--- config.mk ---
export PLATFORM = sky130hd
export DESIGN_NAME = maxnet_job_dispatcher
export DESIGN_NICKNAME = d
export VERILOG_FILES = /design/src/rtl/maxnet_job_dispatcher.sv
export SDC_FILE = /design/constraint.sdc
export NUM_CORES = 1
export LEC_CHECK = 0
export BUFFER_PORTS_ARGS = -buffer_cell sky130_fd_sc_hd__buf_2
export CAP_MARGIN = 20
export CORE_MARGIN = 1.5
export CORE_UTILIZATION = 30
export DETAILED_ROUTE_END_ITERATION = 6
export GPL_ROUTABILITY_DRIVEN = 0
export PLACE_DENSITY = 0.59
export RECOVER_POWER = 50
export REMOVE_ABC_BUFFERS = 1
export SYNTH_ARGS = -nofsm -noshare
export SYNTH_HDL_FRONTEND = slang
export SYNTH_SLANG_ARGS = --single-unit
export TNS_END_PERCENT = 100
--- constraint.sdc ---
create_clock -name clk -period 3.03 [get_ports clk]
set_input_delay 0.4545 -clock clk [delete_from_list [all_inputs] [get_ports clk]]
set_output_delay 0.4545 -clock clk [all_outputs]
set_load 0.01 [all_outputs]
--- src/rtl/maxnet_job_dispatcher.sv ---
// maxnet_job_dispatcher
//   Host-side driver for one Maxnet core. Collects a five-word job
//   (epsilon, a1..a4) from a valid/ready stream, holds the words as core
//   operands, pulses mx_start for one cycle and then waits (bounded by
//   TIMEOUT_CYCLES) for mx_finish. The winner value and flags are returned
//   on a valid/ready result channel.
//
// Ports
//   clk, rst                     clock, synchronous active-high reset
//   in_valid/in_data/in_ready    job word stream (epsilon, a1, a2, a3, a4)
//   mx_start                     one-cycle start pulse to the core
//   mx_epsilon, mx_a1..mx_a4     registered operands, change only while loading
//   mx_finish/mx_overflow/mx_out core completion, flag and result
//   res_valid/res_ready          result handshake
//   res_data/res_overflow        captured core result, zero on timeout
//   res_timeout                  job ended without a finish
//   busy                         low only while idle (loading, no word taken)
//   job_count                    completed result handshakes, wraps
module maxnet_job_dispatcher #(
  parameter int DATA_W         = 32,
  parameter int TIMEOUT_CYCLES = 4096,
  parameter int CNT_W          = 16
) (
  input  logic              clk,
  input  logic              rst,
  input  logic              in_valid,
  input  logic [DATA_W-1:0] in_data,
  output logic              in_ready,
  output logic              mx_start,
  output logic [DATA_W-1:0] mx_epsilon,
  output logic [DATA_W-1:0] mx_a1,
  output logic [DATA_W-1:0] mx_a2,
  output logic [DATA_W-1:0] mx_a3,
  output logic [DATA_W-1:0] mx_a4,
  input  logic              mx_finish,
  input  logic              mx_overflow,
  input  logic [DATA_W-1:0] mx_out,
  output logic              res_valid,
  output logic [DATA_W-1:0] res_data,
  output logic              res_overflow,
  output logic              res_timeout,
  input  logic              res_ready,
  output logic              busy,
  output logic [CNT_W-1:0]  job_count
);

  localparam int TMR_W = $clog2(TIMEOUT_CYCLES);
  localparam logic [TMR_W-1:0] TMR_TERM = TMR_W'(TIMEOUT_CYCLES - 1);

  localparam logic [2:0] ST_LOAD  = 3'd0;
  localparam logic [2:0] ST_START = 3'd1;
  localparam logic [2:0] ST_GUARD = 3'd2;
  localparam logic [2:0] ST_WAIT  = 3'd3;
  localparam logic [2:0] ST_RESP  = 3'd4;

  logic [2:0]        state_r, state_s;
  logic [2:0]        idx_r, idx_s;
  logic [TMR_W-1:0]  tmr_r;
  logic              accept_s;
  logic              in_ready_r, mx_start_r, res_valid_r, busy_r;
  logic              res_overflow_r, res_timeout_r;
  logic [DATA_W-1:0] eps_r, a1_r, a2_r, a3_r, a4_r, res_data_r;
  logic [CNT_W-1:0]  job_count_r;

  // in_ready_r is high exactly while in LOAD, so this is the word handshake.
  assign accept_s = in_valid & in_ready_r;

  // Next state and word index
  always_comb begin
    state_s = state_r;
    idx_s   = idx_r;
    case (state_r)
      ST_LOAD: begin
        if (accept_s && (idx_r == 3'd4)) begin
          state_s = ST_START;
          idx_s   = 3'd0;
        end else if (accept_s) begin
          idx_s = idx_r + 3'd1;
        end else begin
          idx_s = idx_r;
        end
      end
      ST_START: state_s = ST_GUARD;
      ST_GUARD: state_s = ST_WAIT;
      ST_WAIT: begin
        // finish has priority, but both paths leave WAIT
        if (mx_finish || (tmr_r == TMR_TERM)) begin
          state_s = ST_RESP;
        end else begin
          state_s = ST_WAIT;
        end
      end
      ST_RESP: begin
        if (res_ready) begin
          state_s = ST_LOAD;
        end else begin
          state_s = ST_RESP;
        end
      end
      default: begin
        state_s = ST_LOAD;
        idx_s   = 3'd0;
      end
    endcase
  end

  // State, index, handshake/status outputs and completed-job counter
  always_ff @(posedge clk) begin
    if (rst) begin
      state_r     <= ST_LOAD;
      idx_r       <= 3'd0;
      in_ready_r  <= 1'b1;
      mx_start_r  <= 1'b0;
      res_valid_r <= 1'b0;
      busy_r      <= 1'b0;
      job_count_r <= {CNT_W{1'b0}};
    end else begin
      state_r     <= state_s;
      idx_r       <= idx_s;
      // status outputs are decoded from the next state so they are registered
      in_ready_r  <= (state_s == ST_LOAD);
      mx_start_r  <= (state_s == ST_START);
      res_valid_r <= (state_s == ST_RESP);
      busy_r      <= !((state_s == ST_LOAD) && (idx_s == 3'd0));
      if (res_valid_r && res_ready) begin
        job_count_r <= job_count_r + CNT_W'(1);
      end
    end
  end

  // Operand capture; the slot is selected by the current word index
  always_ff @(posedge clk) begin
    if (rst) begin
      eps_r <= {DATA_W{1'b0}};
      a1_r  <= {DATA_W{1'b0}};
      a2_r  <= {DATA_W{1'b0}};
      a3_r  <= {DATA_W{1'b0}};
      a4_r  <= {DATA_W{1'b0}};
    end else if (accept_s) begin
      case (idx_r)
        3'd0:    eps_r <= in_data;
        3'd1:    a1_r  <= in_data;
        3'd2:    a2_r  <= in_data;
        3'd3:    a3_r  <= in_data;
        3'd4:    a4_r  <= in_data;
        default: eps_r <= eps_r;
      endcase
    end
  end

  // Timeout counter: cleared in GUARD, advances on every WAIT cycle without finish
  always_ff @(posedge clk) begin
    if (rst) begin
      tmr_r <= {TMR_W{1'b0}};
    end else if (state_r == ST_GUARD) begin
      tmr_r <= {TMR_W{1'b0}};
    end else if ((state_r == ST_WAIT) && !mx_finish && (tmr_r != TMR_TERM)) begin
      tmr_r <= tmr_r + TMR_W'(1);
    end
  end

  // Result capture; only WAIT samples the core, so a finish still held
  // from the previous job during START/GUARD is never taken
  always_ff @(posedge clk) begin
    if (rst) begin
      res_data_r     <= {DATA_W{1'b0}};
      res_overflow_r <= 1'b0;
      res_timeout_r  <= 1'b0;
    end else if (state_r == ST_WAIT) begin
      if (mx_finish) begin
        res_data_r     <= mx_out;
        res_overflow_r <= mx_overflow;
        res_timeout_r  <= 1'b0;
      end else if (tmr_r == TMR_TERM) begin
        res_data_r     <= {DATA_W{1'b0}};
        res_overflow_r <= 1'b0;
        res_timeout_r  <= 1'b1;
      end
    end
  end

  assign in_ready     = in_ready_r;
  assign mx_start     = mx_start_r;
  assign mx_epsilon   = eps_r;
  assign mx_a1        = a1_r;
  assign mx_a2        = a2_r;
  assign mx_a3        = a3_r;
  assign mx_a4        = a4_r;
  assign res_valid    = res_valid_r;
  assign res_data     = res_data_r;
  assign res_overflow = res_overflow_r;
  assign res_timeout  = res_timeout_r;
  assign busy         = busy_r;
  assign job_count    = job_count_r;

endmodule

# After elaboration in Yosys (flattened, before gate mapping)
# Index checks and enable logic that the tools add are counted.
[word_totals]
output_inout_bits = 214
ramBits = 0
memories = 0
word_cells = 66
in_bits = 70
reg_bits = 232
mem_bits_ro = 0
latch_bits = 0
[op_classes]
reduce_logical = 21
n_eq_ne = 12
n_div = 0
bitwise_logic = 1
n_lt_le_gt_ge = 0
mux = 13
multipliers = 0
add_sub_neg = 3
shift = 0
[op_table]
columns = ["operator", "count"]
rows = [
  ["2-to-1 mux 32 bit", 2],
  ["adder 16 x 1 -> 16 bit (second input constant)", 1],
  ["2-to-1 mux 3 bit", 5],
  ["case mux 3 bit (5 select lines)", 1],
  ["adder 12 x 1 -> 12 bit (second input constant)", 1],
  ["== test 12 bit (second input constant)", 1],
  ["== test 3 x 2 -> 1 bit (second input constant)", 4],
  ["zero test 3 bit", 4],
  ["!= test 12 bit (second input constant)", 1],
  ["AND reduction 2 bit", 6],
  ["== test 3 x 1 -> 1 bit (second input constant)", 3],
  ["== test 3 bit (second input constant)", 3],
  ["case mux 3 bit (2 select lines)", 1],
  ["logical AND 1 bit", 5],
  ["2-to-1 mux 1 bit", 4],
  ["OR reduction 4 bit", 1],
  ["adder 3 x 1 -> 3 bit (second input constant)", 1],
  ["zero test 1 bit", 2],
  ["nonzero test 2 bit", 1],
  ["OR reduction 2 bit", 1],
  ["bitwise AND 1 bit", 1],
  ["logical OR 1 bit", 1],
]

# Logic depth before layout (Yosys ltp)
# Gate-level depths: netlist of run 1.
[depth]
ltp_word = 7
depth_mapped = 7
depth_no_buf = 6

# Least setup slack after synthesis of run 1
# Ideal clock, no wire load.
[synth_path]
kind = "register -> register"
start = "reg tmr_r[0]"
end = "reg busy_r (netlist: busy)"
setup_time_ns = 0.128
required_ns = 2.902
t_arrival_ns = 1.562
path_buffers = 0
path_slack_ns = 1.339
path_stages_with_launch = 6
period_less_slack_ns = 1.691
cell_sequence = "dfxtp_1 ha_1 nand3_1 or4_4 a211oi_2 nand4bb_1"
[synth_between]
elab_chain_len = 7
[synth_rtl]
columns = ["element", "line_no", "text"]
rows = [
  ["start: declaration", "58", "logic [TMR_W-1:0] tmr_r;"],
  ["start signal: assignment", "154", "tmr_r <= {TMR_W{1'b0}};"],
  ["start signal: assignment", "156", "tmr_r <= {TMR_W{1'b0}};"],
  ["start signal: assignment", "158", "tmr_r <= tmr_r + TMR_W'(1);"],
  ["== test 12 bit", "87", "if (mx_finish || (tmr_r == TMR_TERM)) begin"],
  ["logical OR 1 bit", "87", ""],
  ["2-to-1 mux 3 bit", "87", ""],
  ["case mux 3 bit (5 select lines)", "72", "case (state_r)"],
  ["zero test 3 bit", "124", "busy_r <= !((state_s == ST_LOAD) && (idx_s == 3'd0));"],
  ["logical AND 1 bit", "124", ""],
  ["zero test 1 bit", "124", ""],
  ["end signal: assignment", "124", ""],
  ["end: declaration", "60", "logic in_ready_r, mx_start_r, res_valid_r, busy_r;"],
]
# No other way between the ends.
# A chain may end at the register's enable or synchronous reset.

# Worst setup path after layout of run 1
# Ends and elaborated chain as after synthesis.

==> results of run 1 <==
[stage by stage]
stage	area (um^2)	power [mW]	utilization (%)
2_1_floorplan	8110	3.39	-
3_3_place_gp	10200	3.67	36.8
3_5_place_dp	10200	3.68	36.8
4_1_cts	10900	6.63	39.6
5_1_grt	10700	6.77	38.6
6_report	10700	6.51	38.7
[Yosys cell counts, drive strengths merged]
cell and count:
nand4bb 2, and3 3, o31ai 7, and3b 1
a211oi 1, nand4 13, nand2 331, xnor2 2
or2 3, and4 4, clkbuf 46, o2111a 1
ha 7, a22o 33, inv 11, nor2 15
xor2 9, o311ai 1, a21oi 179, dfxtp 232
and4bb 1, and2 5, o21ai 15, o211a 3
mux2i 2, or3 13, o221a 2, nor3 4
nor4b 2, nand3b 1, buf 20, nor4 1
nand3 13, or4 5, o211ai 1, a2111oi 1
[layer usage]
metal	GRT usage, %	vias up	wire, um
li1	-	3849	-
met1	21.3	3452	11400
met2	26.9	239	11400
met3	4.86	37	2120
met4	3.77	2	423
met5	0	-	11
[area by class of cell]
cell class	count	area, um^2
Antenna cell	1	2.50
Clock buffer	38	747
Clock inverter	5	35.0
Fill cell	2968	17000
Inverter	11	41.3
Multi-Input combinational cell	681	3430
Sequential cell	232	4640
Tap cell	378	473
Timing Repair Buffer	295	1310
[worst register-to-register path, cell delays in order (launching register included)]
cell and delay (ps):
dfxtp_1 370, ha_1 200, nand3_1 200, o31ai_2 670
o21ai_2 130, nand4bb_1 220
[kinds of logic after synthesis]
family          Yosys count  share of synthesized area (%)
xor+xnor                 11                           1.15
mux                       2                          0.239
fa+ha+maj                 7                           1.04
flops                   232                           55.4
compound gates          244                           17.0
buf+inv                  77                           3.69
simple gates            417                           21.5
[state kept, by name, indices dropped and copies added, names as in the netlist]
register	cells
busy	1
res_valid	1
mx_a2	32
idx_r	3
in_ready	1
state_r	3
res_timeout	1
job_count	16
mx_a4	32
tmr_r	12
mx_a3	32
mx_epsilon	32
res_overflow	1
mx_start	1
mx_a1	32
res_data	32
[worst min path at each step]
stage          startpoint            to  slack, ps
3_3_place_gp    mx_a1[27]     mx_a1[27]        440
4_1_cts        mx_out[30]  res_data[30]        100
6_report       mx_out[30]  res_data[30]        130
2_1_floorplan   tmr_r[11]     tmr_r[11]        470
5_1_grt        mx_out[26]  res_data[26]        110
3_5_place_dp    mx_a2[20]     mx_a2[20]        440
[power groups by stage]
stage	clock [mW]	sequential, mW	combinational (mW)
2_1_floorplan	0	3.25	0.142
3_3_place_gp	0	3.22	0.450
3_5_place_dp	0	3.22	0.453
4_1_cts	3.02	3.16	0.454
5_1_grt	3.13	3.16	0.475
6_report	2.93	3.16	0.429
[placed cells by master (no fill, tap or decap), types with 9 or more instances in the layout]
cell type / instances
nand2_1: 331
dfxtp_1: 232
clkbuf_1: 213
a21oi_1: 178
buf_2: 77
a22o_1: 33
clkbuf_16: 27
nor2_1: 15
o21ai_0: 14
or3_1: 13
nand3_1: 12
inv_1: 11
nand4_1: 11
xor2_1: 9
==> impl_metrics.env, run 1 <==
export IMPL_cp_endpoint="busy"
export IMPL_final_max_slew_violation_count=0
export IMPL_slew_headroom_pct=47.1
export IMPL_holdWs_ps=132
export IMPL_peakVddDrop_uv=345
export IMPL_synth_cells=990
export IMPL_fin_worst_skew_ps=13.2
export IMPL_max_freq_mhz=515
export IMPL_synth_area_leaders="dfxtp_1 (55%), nand2_1 (15%), a21oi_1 (11%)"
export IMPL_grt_pass1_vias=6756
export IMPL_yosys_area_top_type="dfxtp_1"
export IMPL_die_area_mm2=0.0290
export IMPL_crit_chain="ha_1 -> nand3_1 -> o31ai_2 -> o21ai_2 -> nand4bb_1"
export IMPL_via_per_inst=4.62
export IMPL_layoutNonFillerInstCount=1641
export IMPL_io_pins=284
export IMPL_cp_num_buf_inv=0
export IMPL_p_sw_mw=1.56
export IMPL_cp_arrival_ps=2330
export IMPL_yosysSeqAreaShare_pct=55.4
export IMPL_yosysUniqueCellTypes=46
export IMPL_seqPwrFrac_pct=48.5
export IMPL_nets=1325
export IMPL_p_leak_nw=3.78
export IMPL_cp_max_fo=9
export IMPL_antenna_found_initial=2
export IMPL_path_delay_family="compound AO/OA/AOI/OAI gates"
export IMPL_drt_drc_violations_left=0
export IMPL_drt_initial_drc_count=477
export IMPL_cts_hold_fix_buffers=0
export IMPL_grt_overflow_total=0
export IMPL_antenna_left=0
export IMPL_cts_made_buffers=27
export IMPL_dpl_hpwl_um=16800
export IMPL_rsz0062_at_grt="no"
export IMPL_die_w_um=170
export IMPL_dr_pass1_iters=4
export IMPL_max_cap_viol_count=0
export IMPL_hp_class="in -> reg"
export IMPL_clock_root_buffer="clkbuf_16"
export IMPL_worstReg2RegStart="tmr_r[0]"
export IMPL_r2r_end="busy"
export IMPL_power_internal_mw=4.95
export IMPL_clockBufferDepth=3
export IMPL_yosys_warnings=0
export IMPL_coreArea_mm2=0.0276
export IMPL_grt_max_degree=135
export IMPL_drive_gt1_share_pct=11.2
export IMPL_criticalPathCategory="reg -> reg"
export IMPL_worstSetupStartpoint="tmr_r[0]"
export IMPL_num_rows=61
export IMPL_fin_crit_sh_pct=64.1
export IMPL_status="complete, no violations"
export IMPL_netlist_area_mm2=0.00838
export IMPL_comb_power_share_pct=6.6
export IMPL_r2r_slack_ps=1090
export IMPL_period_needed_ps=1940
export IMPL_cts_sinks=232
export IMPL_slowest_stage="o31ai_2"
export IMPL_fin_setup_tns_ps=0
export IMPL_max_stage_delay_ps=670
export IMPL_clkTransAtPathRegs_ps=60
export IMPL_avgSynthCellArea_um2=8.47
export IMPL_fp_dieH_um=170
export IMPL_switching_share_pct=23.9
export IMPL_cts_resized_gates=0
export IMPL_crit_path_end_kind="register"
export IMPL_io_buffers=283
export IMPL_wirelength_um=25400
export IMPL_worst_pin_slew_ps=792
export IMPL_hold_viol=0
export IMPL_grt_pass1_wl_um=37800
export IMPL_place_worst_setup_slack_ps=1050
export IMPL_start_kind="register"
export IMPL_p_clk_share_pct=44.9
export IMPL_placed_cells=1597
export IMPL_path_depth=5
export IMPL_wire_per_inst_um=15.5
export IMPL_ys_ff_latch=232
export IMPL_timing_final_ws_setup_ps=1090
export IMPL_postCtsSetupBuffers=0
export IMPL_initial_core_util_pct=30.3
export IMPL_num_vias=7579
export IMPL_ctsHtreeMaxLevel=1
export IMPL_area_growth_pct=27.4
export IMPL_p_per_area_mw_per_mm2=610
export IMPL_hold_path_depth=2
export IMPL_synth_top_area_share_pct=55.4
export IMPL_clk_latency_ps=530
export IMPL_cp_required_ps=3420
export IMPL_grt_total_usage_pct=16.5
export IMPL_cts_tree="yes"
export IMPL_setup_viol=0
export IMPL_ff2ff_path_depth=5
Power figures use the tool's default switching activity.
==> inputs of run 2 (changes only) <==
--- a/config.mk
+++ b/config.mk
@@ -5,13 +5,14 @@
 export SDC_FILE = /design/constraint.sdc
 export NUM_CORES = 1
 export LEC_CHECK = 0
+export ABC_AREA = 1
 export BUFFER_PORTS_ARGS = -buffer_cell sky130_fd_sc_hd__buf_2
 export CAP_MARGIN = 20
 export CORE_MARGIN = 1.5
 export CORE_UTILIZATION = 30
 export DETAILED_ROUTE_END_ITERATION = 6
 export GPL_ROUTABILITY_DRIVEN = 0
-export PLACE_DENSITY = 0.59
+export PLACE_DENSITY = 0.61
 export RECOVER_POWER = 50
 export REMOVE_ABC_BUFFERS = 1
 export SYNTH_ARGS = -nofsm -noshare
==> constraint.sdc (replaced) <==
create_clock -name clk -period 1.7 [get_ports clk]
set_input_delay 0.255 -clock clk [delete_from_list [all_inputs] [get_ports clk]]
set_output_delay 0.255 -clock clk [all_outputs]
set_load 0.01 [all_outputs]
==> impl_metrics.env, run 2 <==
export IMPL_status="complete, no violations"
export IMPL_num_rows=62
export IMPL_p_leak_nw=4.42
export IMPL_yosys_area_top_type="dfxtp_1"
export IMPL_final_cell_mix="nor2_1 (290), dfxtp_1 (231), clkbuf_1 (212)"
export IMPL_ys_ff_latch=232
export IMPL_layoutNonFillerInstCount=1849
export IMPL_p_total_mw=14.4
export IMPL_cts_tree="yes"
export IMPL_slew_headroom_pct=51.9
export IMPL_path_delay_family="simple AND/OR/NAND/NOR gates"
export IMPL_max_freq_mhz=629
export IMPL_fp_dieH_um=173
export IMPL_io_buffers=283
export IMPL_cp_arrival_ps=2000
export IMPL_antenna_cells=0
export IMPL_final_common_cell="nor2_1"
export IMPL_clk_latency_ps=520
export IMPL_max_cap_viol_count=0
export IMPL_clockBufferDepth=3
export IMPL_fin_setup_tns_ps=0
export IMPL_synth_xor_area_share_pct=0.202
export IMPL_cts_sinks=232
export IMPL_cp_num_buf_inv=2
export IMPL_synth_main_ff_cell="dfxtp_1"
export IMPL_clock_root_buffer="clkbuf_16"
export IMPL_fin_worst_skew_ps=8.50
export IMPL_drt_drc_violations_left=0
export IMPL_initial_core_util_pct=30.3
export IMPL_antenna_left=0
export IMPL_final_util_pct=40.4
export IMPL_slowest_stage="dfxtp_1"
export IMPL_drive_gt1_share_pct=12.3
export IMPL_die_area_mm2=0.0299
export IMPL_synth_edff_count=0
export IMPL_p_per_area_mw_per_mm2=1250
export IMPL_synth_compound_area_share_pct=14.0
export IMPL_netlist_area_mm2=0.00866
export IMPL_synthSimpleGateAreaFrac_pct=25.4
export IMPL_place_worst_setup_slack_ps=78.4
export IMPL_area_growth_pct=33.3
export IMPL_crit_chain="inv_1 -> ha_1 -> nand2_1 -> nor2_4 -> inv_1 -> nand2_1 -> nor2_1 -> nor2_1 -> nand2_1 -> nand2_1 -> nand2_1"
export IMPL_timing_final_ws_setup_ps=109
export IMPL_wire_per_inst_um=15.0
export IMPL_setup_viol=0
export IMPL_coreArea_mm2=0.0285
export IMPL_hp_class="in -> reg"
export IMPL_start_kind="register"
export IMPL_synth_top_area_share_pct=53.6
export IMPL_nets=1522
export IMPL_grt_pass1_wl_um=43800
export IMPL_synth_mux_area_share_pct=0
export IMPL_grt_pass1_vias=8105
export IMPL_cpMostUsedCell="nand2_1"
export IMPL_criticalPathCategory="reg -> reg"
export IMPL_max_stage_delay_ps=350
export IMPL_post_synth_fa_ha_maj_area_fraction_pct=1.01
export IMPL_grt_total_usage_pct=18.0
export IMPL_ctsHtreeMaxLevel=1
export IMPL_cts_made_buffers=27
export IMPL_grt_overflow_total=0
export IMPL_worst_pin_slew_ps=721
export IMPL_dr_pass1_iters=5
export IMPL_period_needed_ps=1590
export IMPL_antenna_found_initial=2
export IMPL_rsz0062_at_grt="yes"
export IMPL_yosysUniqueCellTypes=28
export IMPL_cp_max_fo=5
export IMPL_yosys_warnings=0
export IMPL_synth_area_leaders="dfxtp_1 (54%), nor2_1 (13%), o21ai_0 (8.3%)"
export IMPL_synth_cells=1133
export IMPL_hold_viol=0
export IMPL_wirelength_um=27800
export IMPL_dpl_cell_area_mm2=0.0106
export IMPL_final_max_slew_violation_count=0
export IMPL_postCtsSetupBuffers=0
export IMPL_yosysMostFrequentCell="nor2_1"
export IMPL_design_area_mm2=0.0115
export IMPL_holdWs_ps=26.3
export IMPL_fin_crit_sh_pct=93.6
export IMPL_synth_top_family_by_area="simple AND/OR/NAND/NOR gates"
export IMPL_dpl_hpwl_um=18500
export IMPL_grt_max_degree=81
export IMPL_peakVddDrop_uv=597
export IMPL_synthTopCellsByCount="nor2_1 (291), dfxtp_1 (232), nand2_1 (167)"
export IMPL_via_per_inst=4.64
export IMPL_yosysSeqAreaShare_pct=53.6
export IMPL_avgSynthCellArea_um2=7.64
export IMPL_drt_initial_drc_count=552
export IMPL_cp_required_ps=2100
export IMPL_crit_path_end_kind="register"
export IMPL_clkTransAtPathRegs_ps=60
export IMPL_num_vias=8572
export IMPL_placed_cells=1764
export IMPL_fillCellCount=3017
export IMPL_io_pins=284
export IMPL_synthArstFlopShare_pct=0
export IMPL_die_w_um=173
-- run 2: cell types whose count changed after synthesis, sizes merged, moves of 6 or more --
cell / delta
nor2: +283
nand2: -159
o21ai: +129
a21oi: -91
nand3: +40
inv: +37
a22o: -33
or3: -13
o31ai: -7
xor2: -7
nand4: -6
-- run 2: power breakdown --
| group | internal, mW | switching, mW |
|---|---|---|
| clock network | 3.41 | 2.31 |
| registers | 5.95 | 0.273 |
| logic | 0.830 | 1.59 |
| total | 10.2 | 4.18 |
-- run 2: worst reg2reg max path: stages (launching register included) --
cell and delay, ps:
dfxtp_1 350, inv_1 110, ha_1 190, nand2_1 90, nor2_4 140, inv_1 100
nand2_1 90, nor2_1 50, nor2_1 130, nand2_1 70, nand2_1 70, nand2_1 70
-- run 2: cell type report --
class,instances,area (um^2),area share [%]
inverters,48,184,1.59
flip-flops and latches,232,4650,40.3
clock inverters,14,141,1.23
multi-input cells,787,3520,30.5
repair buffers,349,1820,15.7
well taps,384,480,4.16
clock buffers,35,746,6.46
-- run 2: logic make-up after synthesis --
group,count (synthesis)
AND/OR/NAND/NOR,540
AO/OA/AOI/OAI,238
flip-flops,232
buffers and inverters,114
adder cells (fa/ha/maj),7
XOR/XNOR,2
-- run 2: final timing paths --
check | start | cells past startpoint | slack [ps] | to
worst max-delay path | idx_r[1] | 11 | 110 | busy
worst min-delay path | in_data[7] | 3 | 30 | mx_a4[7]
worst max register to register | idx_r[1] | 11 | 110 | busy
worst min register to register | mx_a3[11] | 2 | 460 | mx_a3[11]
-- run 2: metal layers --
| layer | wire, um | GRT usage (%) | vias up | share of wire [%] |
|---|---|---|---|---|
| met1 | 12100 | 22.2 | 3923 | 44 |
| li1 | - | - | 4281 | - |
| met3 | 2290 | 5.08 | 45 | 8.3 |
| met5 | 30 | 0 | - | 0.11 |
| met4 | 598 | 4.93 | 4 | 2.2 |
| met2 | 12700 | 30.6 | 319 | 46 |
-- run 2: timing repair --
item	4_1_cts	5_1_grt
hold buffers	36	0
endpoints found under the setup margin	0	49
resized for setup	0	9
endpoints found under the hold margin	36	0
